**config.mk**
```make
export PLATFORM = sky130hd
export DESIGN_NAME = btn_debounce
export DESIGN_NICKNAME = d
export VERILOG_FILES = /design/src/rtl/btn_debounce_pkg.sv /design/src/rtl/btn_debounce_ch.sv /design/src/rtl/btn_debounce.sv
export SDC_FILE = /design/constraint.sdc
export NUM_CORES = 1
export LEC_CHECK = 0
export CAP_MARGIN = 0
export CORE_MARGIN = 2
export CORE_UTILIZATION = 55
export DETAILED_ROUTE_END_ITERATION = 6
export GPL_TIMING_DRIVEN = 0
export PLACE_DENSITY = 0.83
export SLEW_MARGIN = 20
export SYNTH_ARGS = -nofsm -noshare
export SYNTH_HDL_FRONTEND = slang
export SYNTH_HIERARCHICAL = 1
export SYNTH_SLANG_ARGS = --single-unit
```
**constraint.sdc**
```tcl
create_clock -name clk_peripheral -period 3 [get_ports clk_peripheral]
set_input_delay 0.6 -clock clk_peripheral [delete_from_list [all_inputs] [get_ports clk_peripheral]]
set_output_delay 0.6 -clock clk_peripheral [all_outputs]
set_load 0.005 [all_outputs]
```
**src/rtl/btn_debounce_pkg.sv**
```systemverilog
// Shared push-button constants: bit index of each board button inside the
// NUM_BTN-wide vectors, the default filter length and the filter state type.
package btn_debounce_pkg;

    localparam int BTN_C = 4;
    localparam int BTN_U = 3;
    localparam int BTN_D = 2;
    localparam int BTN_L = 1;
    localparam int BTN_R = 0;

    // 10 ms at 50 MHz
    localparam int DEFAULT_DEBOUNCE_CYCLES = 500000;

    typedef enum logic {
        ST_STABLE  = 1'b0,
        ST_PENDING = 1'b1
    } filt_state_e;

endpackage

```
**src/rtl/btn_debounce_ch.sv**
```systemverilog
// One debounced channel: two-flop synchroniser, stability counter, stable
// level and registered press/release strobes for a single asynchronous bit.
module btn_debounce_ch
    import btn_debounce_pkg::*;
#(
    parameter  int DEBOUNCE_CYCLES = DEFAULT_DEBOUNCE_CYCLES,
    localparam int CNT_W           = $clog2(DEBOUNCE_CYCLES)
) (
    input  logic clk,
    input  logic reset,
    input  logic raw,
    output logic level,
    output logic press,
    output logic rel
);

    localparam logic [CNT_W-1:0] CNT_MAX = CNT_W'(DEBOUNCE_CYCLES - 1);

    logic             sync1;
    logic             sync2;
    logic             stable;
    logic [CNT_W-1:0] cnt;
    logic             press_q;
    logic             rel_q;

    filt_state_e      state;
    logic             stable_nxt;
    logic [CNT_W-1:0] cnt_nxt;
    logic             press_nxt;
    logic             rel_nxt;

    // The filter state is implied by whether the synchronised input
    // disagrees with the accepted level; it needs no register of its own.
    always_comb begin
        state      = (sync2 == stable) ? ST_STABLE : ST_PENDING;
        stable_nxt = stable;
        cnt_nxt    = '0;
        press_nxt  = 1'b0;
        rel_nxt    = 1'b0;
        case (state)
            ST_STABLE: begin
                cnt_nxt = '0;
            end
            ST_PENDING: begin
                if (cnt == CNT_MAX) begin
                    stable_nxt = sync2;
                    cnt_nxt    = '0;
                    press_nxt  = sync2;
                    rel_nxt    = ~sync2;
                end else begin
                    cnt_nxt = cnt + CNT_W'(1);
                end
            end
            default: begin
                cnt_nxt = '0;
            end
        endcase
    end

    always_ff @(posedge clk) begin
        if (!reset) begin
            sync1   <= 1'b0;
            sync2   <= 1'b0;
            stable  <= 1'b0;
            cnt     <= '0;
            press_q <= 1'b0;
            rel_q   <= 1'b0;
        end else begin
            sync1   <= raw;
            sync2   <= sync1;
            stable  <= stable_nxt;
            cnt     <= cnt_nxt;
            press_q <= press_nxt;
            rel_q   <= rel_nxt;
        end
    end

    assign level = stable;
    assign press = press_q;
    assign rel   = rel_q;

endmodule

```
**src/rtl/btn_debounce.sv**
```systemverilog
// Debounces the five board push-buttons {btnc, btnu, btnd, btnl, btnr} into
// clean levels plus one-cycle press/release strobes for btn_jstk.
module btn_debounce
    import btn_debounce_pkg::*;
#(
    parameter int NUM_BTN         = 5,
    parameter int DEBOUNCE_CYCLES = DEFAULT_DEBOUNCE_CYCLES
) (
    input  logic               clk_peripheral,
    input  logic               reset,
    input  logic [NUM_BTN-1:0] btn_raw,
    output logic [NUM_BTN-1:0] btn_state,
    output logic [NUM_BTN-1:0] btn_press,
    output logic [NUM_BTN-1:0] btn_release
);

    for (genvar i = 0; i < NUM_BTN; i++) begin : g_ch
        btn_debounce_ch #(
            .DEBOUNCE_CYCLES(DEBOUNCE_CYCLES)
        ) u_ch (
            .clk   (clk_peripheral),
            .reset (reset),
            .raw   (btn_raw[i]),
            .level (btn_state[i]),
            .press (btn_press[i]),
            .rel   (btn_release[i])
        );
    end

endmodule

```
==> flow_summary.yaml, run 1 <==
run_status:
  status: "completed"
logic_synthesis:
  ys_seq_area_share_pct: 46.16
  yosys_warnings: 6
  ys_ff_latch: 120
  syn_nets: 580
  synth_cells: 568
  synth_cell_type_count: 40
  syn_area_sq_mm: 0.005204
  avgSynthCellArea_sq_um: 9.162
cts:
  clk_path_buf_depth: 2
  cts_resized: 0
  postCtsSetupRepairBufs: 0
  cts_made_buffers: 17
  hold_buffers: 0
  clockRootBuffer: "clkbuf_8"
  cts_tree: "built"
  insertion_delay_ns: 0.51
  clock_sinks: 120
  h-tree-depth: 4
  clk_pin_slew_ns: 0.06
grt:
  globalRouteOverflowTotal: 0
  antenna_found_initial: 0
  grt_use_total_pct: 21.64
  grt_max_degree: 27
  grt_first_pass_wirelength_microns: 17820
  grt_pass1_vias: 4119
critical_path:
  path_max_fanout: 10
  rr_worst_depth: 6
  crit_arrival_ns: 2.73
  critPathRequiredTime_ns: 3.40
  startpoint_type: "flop"
  cp-startpoint: "g_ch[2].u_ch/cnt[0]"
  cp-end-kind: "flop"
  criticalPathCategory: "reg2reg"
  timing.rr.start: "g_ch[2].u_ch/cnt[0]"
  r2r_slack_ns: 0.67
  cp-endpoint: "g_ch[2].u_ch/cnt[3]"
  r2r_end: "g_ch[2].u_ch/cnt[3]"
cells_and_area:
  layout-drive-gt1-share_pct: 10.47
  final_common_cell: "dfxtp_1"
  area.growth.synth_to_final_pct: 17.58
  diodes: 0
  multi_input_area_sq_mm: 0.002631
  n_fill_cell: 721
  seq_area_sq_mm: 0.002402
  nets: 620
  final_cell_mix: "120 x dfxtp_1, 68 x nor2_1, 41 x xor2_1"
  fin_util_pct: 66.53
drt:
  routed_wl_microns: 10510
  dr.first_iter.drc_count: 221
  num_vias: 4254
  drt-pass1-iter-count: 4
  wl_per_cell_microns: 14.36
  drcViolationCount: 0
  drt-met1-wl_microns: 4579
  ant_nets: 0
  met2_length_microns: 5446
  wl_met3_microns: 386
  maxUsedRoutingLayer: "met4"
  vias_per_cell: 5.811
flow_run:
  maxCapViolations: 0
timing:
  clock_skew_ns: 0.01336
  slew_headroom_pct: 41.34
  fin_setup_tns_ns: 0
  hold_violations: 0
  fmax_ghz: 0.4289
  grt_setup_unrepaired: "no"
  fin_crit_ns: 2.332
  tightest_slew_ns: 0.8771
  period_share_pct: 77.72
  slew_violations: 0
  finalSetupViolCount: 0
pwr:
  p_sw_share_pct: 19.76
  p_leak_nw: 2.122
  power.switching_w: 0.0007044
  ir_worst_vdd_v: 0.0003818
  p_seq_share_pct: 45.1
  p_int_w: 0.002860
  powerDensity_mw_per_mm2: 582.6
  clkPwrFrac_pct: 53.8
  pwr-share-comb_pct: 1.1
floorplanning:
  start_util_pct: 56.59
  num_rows: 35
  die_area_sq_mm: 0.01026
  dieHeight_microns: 101.3
  fp.dieW_microns: 101.3
  ios: 22
  core_sq_mm: 0.009196
placement:
  portBuffers: 21
  gp_congestion: 0.8159
  hpwl_microns: 6956
min_path:
  hp-class: "reg2reg"
[stage by stage]
step | hold slack (ns) | total power (W) | area [sq um] | cells | worst slack, ns
6_report | 0.4297 | 0.003564 | 6118 | 732 | 0.6684
5_1_grt | 0.4499 | 0.003681 | 6118 | 732 | 0.5188
4_1_cts | 0.4323 | 0.003596 | 6118 | 732 | 0.6660
3_5_place_dp | 0.4199 | 0.001680 | 5553 | 700 | 0.3081
3_3_place_gp | 0.4172 | 0.001678 | 5553 | 700 | 0.3179
2_1_floorplan | 0.4118 | 0.001660 | 5204 | 568 | 1.057
[registers in the layout (all words and copies together), names as in the netlist]
name             flops
g_ch.u_ch/sync1      5
g_ch.u_ch/cnt       95
g_ch.u_ch/level      5
g_ch.u_ch/sync2      5
g_ch.u_ch/rel        5
g_ch.u_ch/press      5
[how the worst min path moves through the flow]
| stage | from | to | slack [ns] | depth (start not counted) |
|---|---|---|---|---|
| after CTS | g_ch[2].u_ch/sync1 | g_ch[2].u_ch/sync2 | 0.43 | 1 |
| after global routing | g_ch[4].u_ch/sync1 | g_ch[4].u_ch/sync2 | 0.45 | 1 |
| after floorplan | g_ch[0].u_ch/sync1 | g_ch[0].u_ch/sync2 | 0.41 | 1 |
| after global placement | g_ch[2].u_ch/sync1 | g_ch[2].u_ch/sync2 | 0.42 | 1 |
| final | g_ch[2].u_ch/sync1 | g_ch[2].u_ch/sync2 | 0.43 | 1 |
| after detailed placement | g_ch[2].u_ch/sync1 | g_ch[2].u_ch/sync2 | 0.42 | 1 |
[power by group through the flow]
stage	combinational (W)	sequential [W]	clock [W]
floorplan	0.0000196	0.00164	0
global placement	0.0000366	0.00164	0
detailed placement	0.0000374	0.00164	0
CTS	0.0000378	0.00161	0.00195
global route	0.0000421	0.00161	0.00203
finish	0.0000377	0.00161	0.00192
[cells in the mapped netlist (all sizes together)]
| cell | count | area [sq um] |
|---|---|---|
| and4 | 13 | 120.1 |
| and2 | 15 | 93.84 |
| a21boi | 5 | 37.54 |
| ha | 5 | 62.56 |
| inv | 16 | 60.06 |
| buf | 14 | 95.09 |
| or4b | 2 | 20.02 |
| o41ai | 1 | 8.760 |
| nor4b | 5 | 43.79 |
| o21ai | 21 | 105.1 |
| o221ai | 1 | 15.01 |
| nor3 | 10 | 50.05 |
| nand3 | 31 | 155.2 |
| and4bb | 4 | 50.05 |
| nand4 | 24 | 241.5 |
| xnor2 | 14 | 122.6 |
| nor4 | 2 | 12.51 |
| nand2 | 35 | 131.4 |
| nor2 | 68 | 255.2 |
| dfxtp | 120 | 2402 |
| o31ai | 13 | 97.59 |
| or4 | 15 | 117.6 |
| a21oi | 34 | 173.9 |
| a21o | 4 | 30.03 |
| clkbuf | 4 | 15.01 |
| nand4b | 1 | 8.760 |
| nand3b | 1 | 7.510 |
| nor2b | 1 | 6.260 |
| o21a | 4 | 30.03 |
| xor2 | 41 | 359.1 |
| or3 | 22 | 137.6 |
| and3 | 22 | 137.6 |
[per-layer routing]
metal,up-vias,global-route usage (%)
li1,2106,-
met2,80,38.51
met4,0,8.628
met3,13,6.694
met1,2055,24.04
met5,-,0
[worst max-delay path, stage by stage, from the launching register on]
cell      delay (ns)
dfxtp_1         0.40
ha_1            0.32
nand3b_1        0.14
or3_1           0.44
o221ai_2        0.48
buf_2           0.35
nor2_1          0.08
[cell type report]
cell class | count | area share [%]
repair buffers | 21 | 3.436
multi-input cells | 414 | 43.01
plain buffers | 18 | 1.800
clock inverters | 8 | 1.554
inverters | 16 | 0.9816
flip-flops and latches | 120 | 39.26
well taps | 111 | 2.270
clock buffers | 24 | 7.689
[cells by family after synthesis]
| logic type | Yosys count | share of synthesized area (%) |
|---|---|---|
| xor gates and xnor gates | 55 | 9.257 |
| adders and majority gates | 5 | 1.202 |
| buffers and inverters | 34 | 3.270 |
| DFF | 120 | 46.16 |
| and+or+nand+nor | 271 | 30.54 |
| AOI/OAI and AO/OA | 83 | 9.570 |
No activity file was read; power rests on OpenSTA's default activity.
==> inputs of run 2 (changes only) <==
clock period = 2.3 ns   (was 3 ns; I/O delays follow)
==> run 2 against run 1 <==
Net effect:
- routed wire length increased by 0.46%
- utilization increased by 0.29 points
- total power increased by 31%
- via count increased by 0.52%
- flip-flop and latch count unchanged
- final area increased by 0.43%
- sequential power increased by 30%
- worst hold slack about the same
==> flow_summary.yaml, run 2 (synthesis gave the netlist of run 1 again) <==
critical_path:
  cp-end-kind: "flop"
  criticalPathCategory: "in2reg"
  timing.critical_path.buf_inv: 3
  path_cells: "clkdlybuf4s50_1 -> nand2_1 -> a21o_1 -> buf_2 -> buf_2 -> nor2_1"
  cp_slowest_cell: "clkdlybuf4s50_1"
  max_stage_delay_ns: 1.07
  startpoint_type: "input pin"
  path_max_fanout: 26
  crit_arrival_ns: 2.52
  critPathRequiredTime_ns: 2.75
  crit_top_cell: "buf_2"
  critPathTopFamily: "buffers and inverters"
  r2r_end: "g_ch[2].u_ch/cnt[18]"
  rr_worst_depth: 5
  r2r_slack_ns: 0.23
  timing.rr.start: "g_ch[2].u_ch/cnt[0]"
placement:
  hpwl_microns: 6956
  gp_congestion: 0.8159
  place_inst: 700
  dp_slack_ns: -0.2519
  portBuffers: 21
  place_area_sq_mm: 0.005553
grt:
  globalRouteOverflowTotal: 0
  grt_first_pass_wirelength_microns: 17830
  grt_use_total_pct: 21.65
  grt_max_degree: 27
  antenna_found_initial: 0
  grt_pass1_vias: 4124
timing:
  fin_setup_tns_ns: 0
  tightest_slew_ns: 0.9128
  hold_violations: 0
  clock_skew_ns: 0.01466
  fin_ws_ns: 0.2238
  grt_setup_unrepaired: "no"
  fin_crit_ns: 2.076
  slew_headroom_pct: 38.96
  slew_violations: 0
  finalSetupViolCount: 0
  period_share_pct: 90.27
  fmax_ghz: 0.4817
cells_and_area:
  largest_reg_flops: 95
  fin_cells: 734
  final_area_sq_mm: 0.006145
  n_fill_cell: 718
  layout-drive-gt1-share_pct: 10.75
  regMostFlops: "g_ch.u_ch/cnt"
  final_cell_mix: "120 x dfxtp_1, 68 x nor2_1, 41 x xor2_1"
  nets: 622
  area.growth.synth_to_final_pct: 18.08
  seq_area_sq_mm: 0.002402
  multi_input_area_sq_mm: 0.002643
  diodes: 0
  final_common_cell: "dfxtp_1"
cts:
  clk_pin_slew_ns: 0.05
  clk_path_buf_depth: 2
  insertion_delay_ns: 0.51
  h-tree-depth: 4
  hold_buffers: 0
  cts_tree: "built"
  clock_sinks: 120
  clockRootBuffer: "clkbuf_8"
  cts_made_buffers: 17
drt:
  dr.first_iter.drc_count: 202
  drt-pass1-iter-count: 4
  routed_wl_microns: 10560
  drcViolationCount: 0
  ant_nets: 0
  num_vias: 4276
  vias_per_cell: 5.826
  wl_per_cell_microns: 14.39
min_path:
  min_from: "g_ch[2].u_ch/sync1"
  min_to: "g_ch[2].u_ch/sync2"
  hp-class: "reg2reg"
  min_path_cells: 1
flow_run:
  maxCapViolations: 0
floorplanning:
  die_area_sq_mm: 0.01026
  start_util_pct: 56.59
  num_rows: 35
  core_sq_mm: 0.009196
  fp.dieW_microns: 101.3
  ios: 22
  dieHeight_microns: 101.3
pwr:
  ir_worst_vdd_v: 0.0004980
  fin_total_pwr_w: 0.004652
  powerDensity_mw_per_mm2: 757.1
  p_leak_nw: 2.132
run_status:
  status: "completed"
## run 2: cell count changes in the layout (fill, tap and decap cells not counted)
cell,before,now
o221ai_4,0,1
buf_4,0,2
o221ai_2,1,0
## run 2: repair_timing
item	CTS	global route
endpoints found under the setup margin	10	10
hold endpoints to repair	0	0
buffers inserted	0	2
gates resized for setup	1	0
pin swaps	0	1
## run 2: worst register-to-register path, delay by kind of cell (launching register included)
| family | cells | cell delay [ns] |
|---|---|---|
| adder cells (fa/ha/maj) | 1 | 0.33 |
| AND/OR/NAND/NOR | 3 | 1.12 |
| flip-flops | 1 | 0.40 |
| AO/OA/AOI/OAI | 1 | 0.15 |
## run 2: worst max-delay path by stage
stage / from / to / slack, ns / cells after the start
after global placement: reset / g_ch[1].u_ch/cnt[7] / -0.24 / 6
after detailed placement: reset / g_ch[4].u_ch/cnt[9] / -0.25 / 6
after global routing: reset / g_ch[1].u_ch/cnt[10] / 0.05 / 6
final: reset / g_ch[1].u_ch/cnt[3] / 0.22 / 6
after CTS: g_ch[2].u_ch/cnt[0] / g_ch[2].u_ch/cnt[3] / 0.11 / 6
after floorplan: g_ch[2].u_ch/cnt[6] / g_ch[2].u_ch/cnt[10] / 0.36 / 5
## run 2: area by class of cell
| cell class | instances | area share, % |
|---|---|---|
| inverter | 16 | 0.9774 |
| tap | 111 | 2.260 |
| clock buffer | 24 | 7.656 |
| multi-input combinational | 414 | 43.01 |
| timing repair buffer | 23 | 3.665 |
| clock inverter | 8 | 1.548 |
| sequential | 120 | 39.10 |
| buffer | 18 | 1.792 |
## run 2: power by group
part | leakage, nW | switching [W] | total [W] | internal [W]
combinational | 0.889 | 0.0000292 | 0.0000519 | 0.0000227
sequential | 0.969 | 0.00000688 | 0.00210 | 0.00209
clock | 0.275 | 0.000884 | 0.00250 | 0.00162
## run 2: per-stage QoR
stage	util (%)	hold WS, ns
3_5_place_dp	60.38	0.4199
4_1_cts	66.65	0.4323
6_report	66.82	0.4295
2_1_floorplan	-	0.4118
3_3_place_gp	60.38	0.4172
5_1_grt	66.82	0.4499
## run 2: routing by layer
layer,up-vias,share of wire [%],track usage (%)
li1,2112,-,-
met1,2062,43,24.04
met2,86,52,38.56
met3,16,4.2,6.694
met4,0,1.4,8.628
met5,-,0,0
